File: config.mk
export PLATFORM = sky130hd
export DESIGN_NAME = load_store_unit_flat
export DESIGN_NICKNAME = d
export VERILOG_FILES = /design/src/rtl/load_store_unit_if.sv /design/src/rtl/load_store_unit.sv /design/src/flat_wrapper.sv
export SDC_FILE = /design/constraint.sdc
export NUM_CORES = 1
export LEC_CHECK = 0
export ABC_AREA = 0
export BUFFER_PORTS_ARGS = -buffer_cell sky130_fd_sc_hd__buf_2
export CAP_MARGIN = 20
export CORE_UTILIZATION = 54
export CTS_BUF_LIST = sky130_fd_sc_hd__clkbuf_8
export DETAILED_ROUTE_END_ITERATION = 6
export PLACE_DENSITY = 0.95
export REMOVE_ABC_BUFFERS = 1
export SLEW_MARGIN = 10
export SYNTH_ARGS = -nofsm -noshare
export SYNTH_HDL_FRONTEND = slang
export SYNTH_SLANG_ARGS = --single-unit
File: constraint.sdc
create_clock -name clk -period 10 [get_ports clk]
set_clock_uncertainty 0.2 [all_clocks]
set_input_delay 2.5 -clock clk [delete_from_list [all_inputs] [get_ports clk]]
set_output_delay 2.5 -clock clk [all_outputs]
set_load 0.01 [all_outputs]
File: src/rtl/load_store_unit_if.sv
// Request and data-memory bus between the core, the load/store unit and dmem.
// The slave modport is the load/store unit's view of the bus.
interface load_store_unit_if;
   logic        req_valid;
   logic        req_we;
   logic [1:0]  req_size;
   logic        req_unsigned;
   logic [31:0] req_addr;
   logic [31:0] req_wdata;
   logic [31:0] rdata;
   logic        stall;
   logic        err;
   logic        err_sticky;
   logic        mem_we;
   logic [31:0] mem_a;
   logic [31:0] mem_wd;
   logic [31:0] mem_rd;

   modport slave (
      input  req_valid, req_we, req_size, req_unsigned, req_addr, req_wdata, mem_rd,
      output rdata, stall, err, err_sticky, mem_we, mem_a, mem_wd
   );

   modport master (
      output req_valid, req_we, req_size, req_unsigned, req_addr, req_wdata, mem_rd,
      input  rdata, stall, err, err_sticky, mem_we, mem_a, mem_wd
   );
endinterface

File: src/rtl/load_store_unit.sv
// Byte/half/word load-store unit in front of a word-wide data memory.
// Sub-word stores are done as a read-modify-write over two cycles.
module load_store_unit #(
   parameter int MEM_WORDS = 64
) (
   input  logic             clk,
   input  logic             reset,
   load_store_unit_if.slave bus
);
   typedef enum logic {IDLE, RMW_WR} state_t;

   localparam logic [1:0] SZ_BYTE = 2'b00;
   localparam logic [1:0] SZ_HALF = 2'b01;
   localparam logic [1:0] SZ_WORD = 2'b10;

   state_t      state_q, state_d;
   logic [31:0] hold_a_q, hold_a_d;
   logic [31:0] hold_wd_q, hold_wd_d;
   logic        err_sticky_q, err_sticky_d;

   logic [31:0] widx;
   logic [1:0]  lane;
   logic        fault;
   logic [31:0] rdata_c, mem_a_c, mem_wd_c;
   logic        stall_c, err_c, mem_we_c;

   function automatic logic [31:0] load_extend(input logic [31:0] word, input logic [1:0] size,
                                               input logic [1:0] ln, input logic uns);
      logic signed [7:0]  b;
      logic signed [15:0] h;
      logic [31:0]        res;
      b = word[{ln, 3'b000} +: 8];
      h = ln[1] ? word[31:16] : word[15:0];
      case (size)
         SZ_BYTE: res = uns ? {24'h0, b} : 32'(b);
         SZ_HALF: res = uns ? {16'h0, h} : 32'(h);
         default: res = word;
      endcase
      return res;
   endfunction

   function automatic logic [31:0] store_merge(input logic [31:0] old, input logic [31:0] wd,
                                               input logic [1:0] size, input logic [1:0] ln);
      logic [31:0] m;
      m = old;
      if (size == SZ_BYTE) m[{ln, 3'b000} +: 8] = wd[7:0];
      else                 m[{ln[1], 4'b0000} +: 16] = wd[15:0];
      return m;
   endfunction

   assign widx  = {2'b00, bus.req_addr[31:2]};
   assign lane  = bus.req_addr[1:0];
   assign fault = (bus.req_size == 2'b11) ||
                  (bus.req_size == SZ_HALF && lane[0]) ||
                  (bus.req_size == SZ_WORD && lane != 2'b00) ||
                  (widx >= 32'(MEM_WORDS));

   always_comb begin
      rdata_c      = 32'h0;
      stall_c      = 1'b0;
      err_c        = 1'b0;
      mem_we_c     = 1'b0;
      mem_a_c      = widx;
      mem_wd_c     = bus.req_wdata;
      state_d      = state_q;
      hold_a_d     = hold_a_q;
      hold_wd_d    = hold_wd_q;

      if (state_q == RMW_WR) begin
         // Commit the merged word; the request bus is ignored this cycle.
         mem_a_c  = hold_a_q;
         mem_wd_c = hold_wd_q;
         mem_we_c = 1'b1;
         state_d  = IDLE;
      end else if (bus.req_valid) begin
         err_c = fault;
         if (!fault) begin
            if (!bus.req_we) begin
               rdata_c = load_extend(bus.mem_rd, bus.req_size, lane, bus.req_unsigned);
            end else if (bus.req_size == SZ_WORD) begin
               mem_we_c = 1'b1;
            end else begin
               stall_c   = 1'b1;
               hold_a_d  = widx;
               hold_wd_d = store_merge(bus.mem_rd, bus.req_wdata, bus.req_size, lane);
               state_d   = RMW_WR;
            end
         end
      end

      // A write still pending when reset hits is dropped.
      if (reset) mem_we_c = 1'b0;

      err_sticky_d = err_sticky_q | err_c;
   end

   always_ff @(posedge clk) begin
      if (reset) begin
         state_q      <= IDLE;
         hold_a_q     <= 32'h0;
         hold_wd_q    <= 32'h0;
         err_sticky_q <= 1'b0;
      end else begin
         state_q      <= state_d;
         hold_a_q     <= hold_a_d;
         hold_wd_q    <= hold_wd_d;
         err_sticky_q <= err_sticky_d;
      end
   end

   assign bus.rdata      = rdata_c;
   assign bus.stall      = stall_c;
   assign bus.err        = err_c;
   assign bus.err_sticky = err_sticky_q;
   assign bus.mem_we     = mem_we_c;
   assign bus.mem_a      = mem_a_c;
   assign bus.mem_wd     = mem_wd_c;
endmodule
File: src/flat_wrapper.sv
// flat-port wrapper written by rule: the top's interface ports become plain ports
module load_store_unit_flat 
#(
   parameter int MEM_WORDS = 64
)
  (clk, reset, bus_req_valid, bus_req_we, bus_req_size, bus_req_unsigned, bus_req_addr, bus_req_wdata, bus_mem_rd, bus_rdata, bus_stall, bus_err, bus_err_sticky, bus_mem_we, bus_mem_a, bus_mem_wd);
  load_store_unit_if bus_i ();
  input  logic clk;
  input  logic reset;
  input wire logic [$bits(bus_i.req_valid)-1:0] bus_req_valid;
  input wire logic [$bits(bus_i.req_we)-1:0] bus_req_we;
  input wire logic [$bits(bus_i.req_size)-1:0] bus_req_size;
  input wire logic [$bits(bus_i.req_unsigned)-1:0] bus_req_unsigned;
  input wire logic [$bits(bus_i.req_addr)-1:0] bus_req_addr;
  input wire logic [$bits(bus_i.req_wdata)-1:0] bus_req_wdata;
  input wire logic [$bits(bus_i.mem_rd)-1:0] bus_mem_rd;
  output wire logic [$bits(bus_i.rdata)-1:0] bus_rdata;
  output wire logic [$bits(bus_i.stall)-1:0] bus_stall;
  output wire logic [$bits(bus_i.err)-1:0] bus_err;
  output wire logic [$bits(bus_i.err_sticky)-1:0] bus_err_sticky;
  output wire logic [$bits(bus_i.mem_we)-1:0] bus_mem_we;
  output wire logic [$bits(bus_i.mem_a)-1:0] bus_mem_a;
  output wire logic [$bits(bus_i.mem_wd)-1:0] bus_mem_wd;
  assign bus_i.req_valid = bus_req_valid;
  assign bus_i.req_we = bus_req_we;
  assign bus_i.req_size = bus_req_size;
  assign bus_i.req_unsigned = bus_req_unsigned;
  assign bus_i.req_addr = bus_req_addr;
  assign bus_i.req_wdata = bus_req_wdata;
  assign bus_i.mem_rd = bus_mem_rd;
  assign bus_rdata = bus_i.rdata;
  assign bus_stall = bus_i.stall;
  assign bus_err = bus_i.err;
  assign bus_err_sticky = bus_i.err_sticky;
  assign bus_mem_we = bus_i.mem_we;
  assign bus_mem_a = bus_i.mem_a;
  assign bus_mem_wd = bus_i.mem_wd;
  load_store_unit #(.MEM_WORDS(MEM_WORDS)) u_core (.clk(clk), .reset(reset), .bus(bus_i));
endmodule
# Word level (Yosys, flattened, before mapping)
# Cells that the tools add are included.
# W data, S select, Z words.
[classes]
addsub = 2
multipliers = 0
div = 0
magnitude_cmp = 1
n_eq_ne = 3
shift = 5
n_mux = 26
bitwise_logic = 4
reduce_logical = 8
[op_table]
columns = ["op", "count"]
rows = [
  ["$mux W32", 8],
  ["$bwmux W32", 2],
  ["$pmux W32 S2", 1],
  ["$shift A16 B7 Y32 const A", 1],
  ["$shift A8 B7 Y32 const A", 1],
  ["$shiftx A16 B7 Y32", 1],
  ["$shiftx A32 B6 Y8", 1],
  ["$shiftx A8 B7 Y32", 1],
  ["$ge A30 B7 Y1 const B", 1],
  ["$mux W30", 1],
  ["$mux W16", 1],
  ["$neg A5 Y7", 2],
  ["$mux W1", 13],
  ["$reduce_and A5 Y1", 1],
  ["$eq A2 B2 Y1 const B", 2],
  ["$logic_or A1 B1 Y1", 3],
  ["$not A1 Y1", 3],
  ["$eq A2 B1 Y1 const B", 1],
  ["$logic_and A1 B1 Y1", 2],
  ["$logic_not A2 Y1", 1],
  ["$reduce_bool A2 Y1", 1],
  ["$or A1 B1 Y1", 1],
]
[word_totals]
regBits = 64
latch_bits = 0
mem_bits_rw = 0
mem_bits_ro = 0
inputBits = 103
out_inout_bits = 100
mem_count = 0

# Depth between registers and ports, before layout
[logic_depth]
ltp_word = 9
mapped_depth = 10

# Least setup slack after synthesis
# Ideal clock, no wire load.
[synth_timing]
path_type = "input-to-output"
startpoint = "input bus_req_addr[0]"
endpoint = "output bus_rdata[12]"
arrival_ns = 4.466
path_slack_ns = 2.834
path_stages = 9
n_path_buf = 2
cell_sequence = "clkbuf_1 inv_1 ha_1 or2b_1 a21oi_2 and4_2 nand2_1 buf_2 a221oi_1"
[synth_between]
elab_chain_cells = 7
elab_cells_between_ends = 13
cone_classes = "shift: 1; mux: 6; reduce/logical: 6"
[synth_lines]
columns = ["element", "line_no", "rtl"]
rows = [
  ["from (decl)", "flat_wrapper.sv:14", "input wire logic [$bits(bus_i.req_addr)-1:0] bus_req_addr;"],
  ["$shiftx A32 B6 Y8, or another cell as far along", "load_store_unit.sv:32", "b = word[{ln, 3'b000} +: 8];"],
  ["$mux W32, or another cell as far along", "load_store_unit.sv:35", "SZ_BYTE: res = uns ? {24'h0, b} : 32'(b);"],
  ["$pmux W32 S2 or $logic_or A1 B1 Y1 (tied branches)", "load_store_unit.sv:34, load_store_unit.sv:54", ""],
  ["$mux W32 or $logic_or A1 B1 Y1 (tied branches)", "load_store_unit.sv:78, load_store_unit.sv:55", ""],
  ["$mux W32 (*)", "load_store_unit.sv:77", "if (!fault) begin"],
  ["$mux W32 (*)", "load_store_unit.sv:75", "end else if (bus.req_valid) begin"],
  ["$mux W32 (*)", "load_store_unit.sv:69", "if (state_q == RMW_WR) begin"],
  ["to (decl)", "flat_wrapper.sv:17", "output wire logic [$bits(bus_i.rdata)-1:0] bus_rdata;"],
]
# Every way passes the cells marked *; elsewhere a longest branch is shown, timed or not.

# Worst setup path in the final report
[layout_timing]
startpoint = "input bus_req_addr[1]"
endpoint = "output bus_rdata[1]"
[layout_between]
elab_chain_cells = 7
elab_cells_between_ends = 13
cone_classes = "shift: 1; mux: 8; reduce/logical: 4"
[layout_lines]
columns = ["element", "line_no"]
rows = [
  ["$shiftx A32 B6 Y8, or another cell as far along", "load_store_unit.sv:32"],
  ["$mux W32, or another cell as far along", "load_store_unit.sv:35"],
  ["$pmux W32 S2 or $logic_or A1 B1 Y1 (tied branches)", "load_store_unit.sv:34, load_store_unit.sv:54"],
  ["$mux W32 or $logic_or A1 B1 Y1 (tied branches)", "load_store_unit.sv:78, load_store_unit.sv:55"],
  ["$mux W32 (*)", "load_store_unit.sv:77"],
  ["$mux W32 (*)", "load_store_unit.sv:75"],
  ["$mux W32 (*)", "load_store_unit.sv:69"],
]
# Marks and branches as above.

==> results_dict.tcl <==
set metrics [dict create \
    critical_path_class "input pin to primary output" \
    drt_iter0_drc 499 \
    crit_fanout 8 \
    fill_cells 653 \
    vias_per_cell 6.20 \
    synthCells 555 \
    insertion_delay_ns 0.34 \
    holdBufCountCts 0 \
    cp-start-kind "input pin" \
    synthArstFlopShare 0 \
    core-area_mm2 0.00826 \
    vias 5174 \
    grtUsageMet2 0.529 \
    cts_resized 0 \
    antenna_found_initial 0 \
    tns_ns 0 \
    portBuffers 200 \
    finalCriticalPeriod_ns 7.74 \
    reg2reg_depth 6 \
    grt_pass1_wl_um 23700 \
    drc 0 \
    post_cts_buffers 0 \
    antenna_cells 0 \
    cap_viol_max_count 0 \
    io_pins 203 \
    grt_util_met1 0.433 \
    seqCellArea_mm2 0.00128 \
    max_freq_mhz 129 \
    powerDensity_mw_per_mm2 110 \
    initial_core_util 0.563 \
    post-place-ws_ns 2.36 \
    path_clk_slew_ns 0.08 \
    rsz0062_at_grt "no" \
    cts_sinks 64 \
    grt_overflow 0 \
    cp-end-kind "primary output" \
    fin_ws_ns 2.26 \
    min_path_cells 1 \
    die_area_mm2 0.00899 \
    htreeDepth 3 \
    cts_inserted_buffers 9 \
    row_count 33 \
    grtUsageTotal 0.339 \
    seq_area_frac_synth 0.276 \
    yosys_warnings 0 \
    grt_pass1_vias 4780 \
    slew_headroom 0.378 \
    synth_area_per_cell_um2 8.38 \
    ys_types 50 \
    num-nets-final 833 \
    routed_wl_um 15400 \
    gr-usage-met3 0.0660 \
    gp_congestion 0.932 \
    hold_class "flip-flop to flip-flop" \
    required_ns 7.30 \
    drt-pass1-iter-count 5 \
    cts_root_buf "clkbuf_8" \
    total_leakage_power_nw 2.59 \
    die_y_um 94.8 \
    fin_util 0.709 \
    wire_per_inst_um 18.5 \
    dpl.hpwl_um 11000 \
    ant_nets 0 \
    ir_drop_mv 0.0783 \
    synth_edf_count 0 \
    fin_crit_sh 0.774 \
    slew_viol_final 0 \
    multi_input_area_mm2 0.00304 \
    cts_tree "built" \
    status "finished clean" \
    clock_path_buffers 2 \
    synth_seq_cells 64 \
    grt_max_degree 75 \
    ys.flop_type "dfxtp_1" \
    worst_slew_pin_slew_ns 0.930 \
    arrival_ns 5.04 \
    netlist_area_mm2 0.00465 \
    top_usage_layer "met2" \
    die_w_um 94.8 \
    hold_violations 0 \
    syn_to_final_growth_pct 25.9 \
    drive_above_1_share 0.419 \
    setup_viol 0 \
]
cells by family (layout without fill, tap and decap cells):
group,count (synthesis),after routing,share of synthesized area
simple gates,170,170,0.210
buf+inv,79,253,0.0729
other cells,1,2,0.000807
fa+ha+maj,5,5,0.0135
compound gates,152,152,0.221
flops,64,64,0.276
mux,84,84,0.206
routing by layer:
| metal | up-vias | wire length, um |
|---|---|---|
| met3 | 64 | 1650 |
| li1 | 2369 | - |
| met1 | 2419 | 5910 |
| met4 | 0 | 576 |
| met5 | - | 0 |
| met2 | 322 | 7270 |
power by group:
group	switching [mW]	leakage, nW	internal [mW]	total [mW]
combinational	0.0740	1.96	0.0559	0.130
clock	0.110	0.109	0.148	0.258
sequential	0.000120	0.516	0.255	0.255
total	0.184	2.59	0.459	0.643
per-stage QoR:
step / hold slack (ns) / area, um^2 / total power [mW] / cells
finish: 0.260 / 5850 / 0.643 / 835
global route: 0.282 / 5850 / 0.666 / 835
CTS: 0.262 / 5840 / 0.640 / 834
detailed placement: 0.239 / 5610 / 0.387 / 818
global placement: 0.236 / 5600 / 0.383 / 817
floorplan: 0.224 / 4420 / 0.322 / 506
sequential cells by signal (all words and copies together) (netlist names):
name / cells
u_core.bus.err_sticky: 1
u_core.hold_a_q: 30
u_core.hold_wd_q: 32
u_core.state_q: 1
area by class of cell:
type | instances | share of cell area
multi-input cells | 413 | 0.519
repair buffers | 208 | 0.182
inverters | 29 | 0.0186
clock buffers | 10 | 0.0235
flip-flops and latches | 64 | 0.219
clock inverters | 6 | 0.0158
well taps | 105 | 0.0224
synthesized netlist by cell type (3+ instances only):
cell type | count | share of area
dfxtp_1 | 64 | 0.28
mux2_2 | 64 | 0.16
o21ai_0 | 43 | 0.046
a21oi_1 | 35 | 0.038
nand2b_1 | 33 | 0.044
nand2_1 | 32 | 0.026
inv_1 | 29 | 0.023
clkbuf_1 | 28 | 0.023
nand3_1 | 26 | 0.028
and2_1 | 24 | 0.032
a221oi_1 | 20 | 0.038
a211oi_1 | 17 | 0.027
mux2i_1 | 17 | 0.037
or4_1 | 17 | 0.027
a22oi_1 | 16 | 0.026
buf_2 | 9 | 0.0097
nor2_1 | 9 | 0.0073
buf_1 | 7 | 0.0057
nor2b_1 | 6 | 0.0081
ha_1 | 5 | 0.013
nor3_1 | 5 | 0.0054
nor4_1 | 5 | 0.0067
o21ai_1 | 5 | 0.0054
o21a_1 | 4 | 0.0065
a221oi_2 | 3 | 0.0097
buf_6 | 3 | 0.0073
mux4_2 | 3 | 0.015
path summary, 6_finish.rpt:
kind,slack [ns],end,from
worst max-delay path,2.26,bus_rdata[1],bus_req_addr[1]
worst min register to register,0.26,u_core.hold_a_q[19]$_SDFFE_PP0P_,u_core.hold_a_q[19]$_SDFFE_PP0P_
worst max register to register,7.78,u_core.hold_wd_q[3]$_SDFFE_PP0P_,u_core.state_q$_SDFF_PP0_
worst min-delay path,0.26,u_core.hold_a_q[19]$_SDFFE_PP0P_,u_core.hold_a_q[19]$_SDFFE_PP0P_
placed cells by master, fill, tap and decap left out, types with 6 or more instances in the layout:
master    netlist  layout
nand3_1        26      26
nor2b_1         6       6
and2_1         24      24
a221oi_1       20      20
a21oi_1        35      35
o21ai_0        43      43
nor2_1          9       8
clkbuf_8        0      10
buf_4           2       7
inv_1          29      29
nand2b_1       33      33
a22oi_1        16      16
buf_2           9     200
nand2_1        32      32
a211oi_1       17      17
mux2i_1        17      17
dfxtp_1        64      63
mux2_2         64      64
or4_1          17      17
critical path, cell delays in order:
cell,delay (ns)
buf_2,0.11
inv_1,0.22
ha_1,0.35
or2b_1,0.27
a21oi_2,0.24
nand4_1,0.31
nor3_1,0.67
o21a_1,0.24
buf_2,0.13
(Power assumes the default switching activity.)
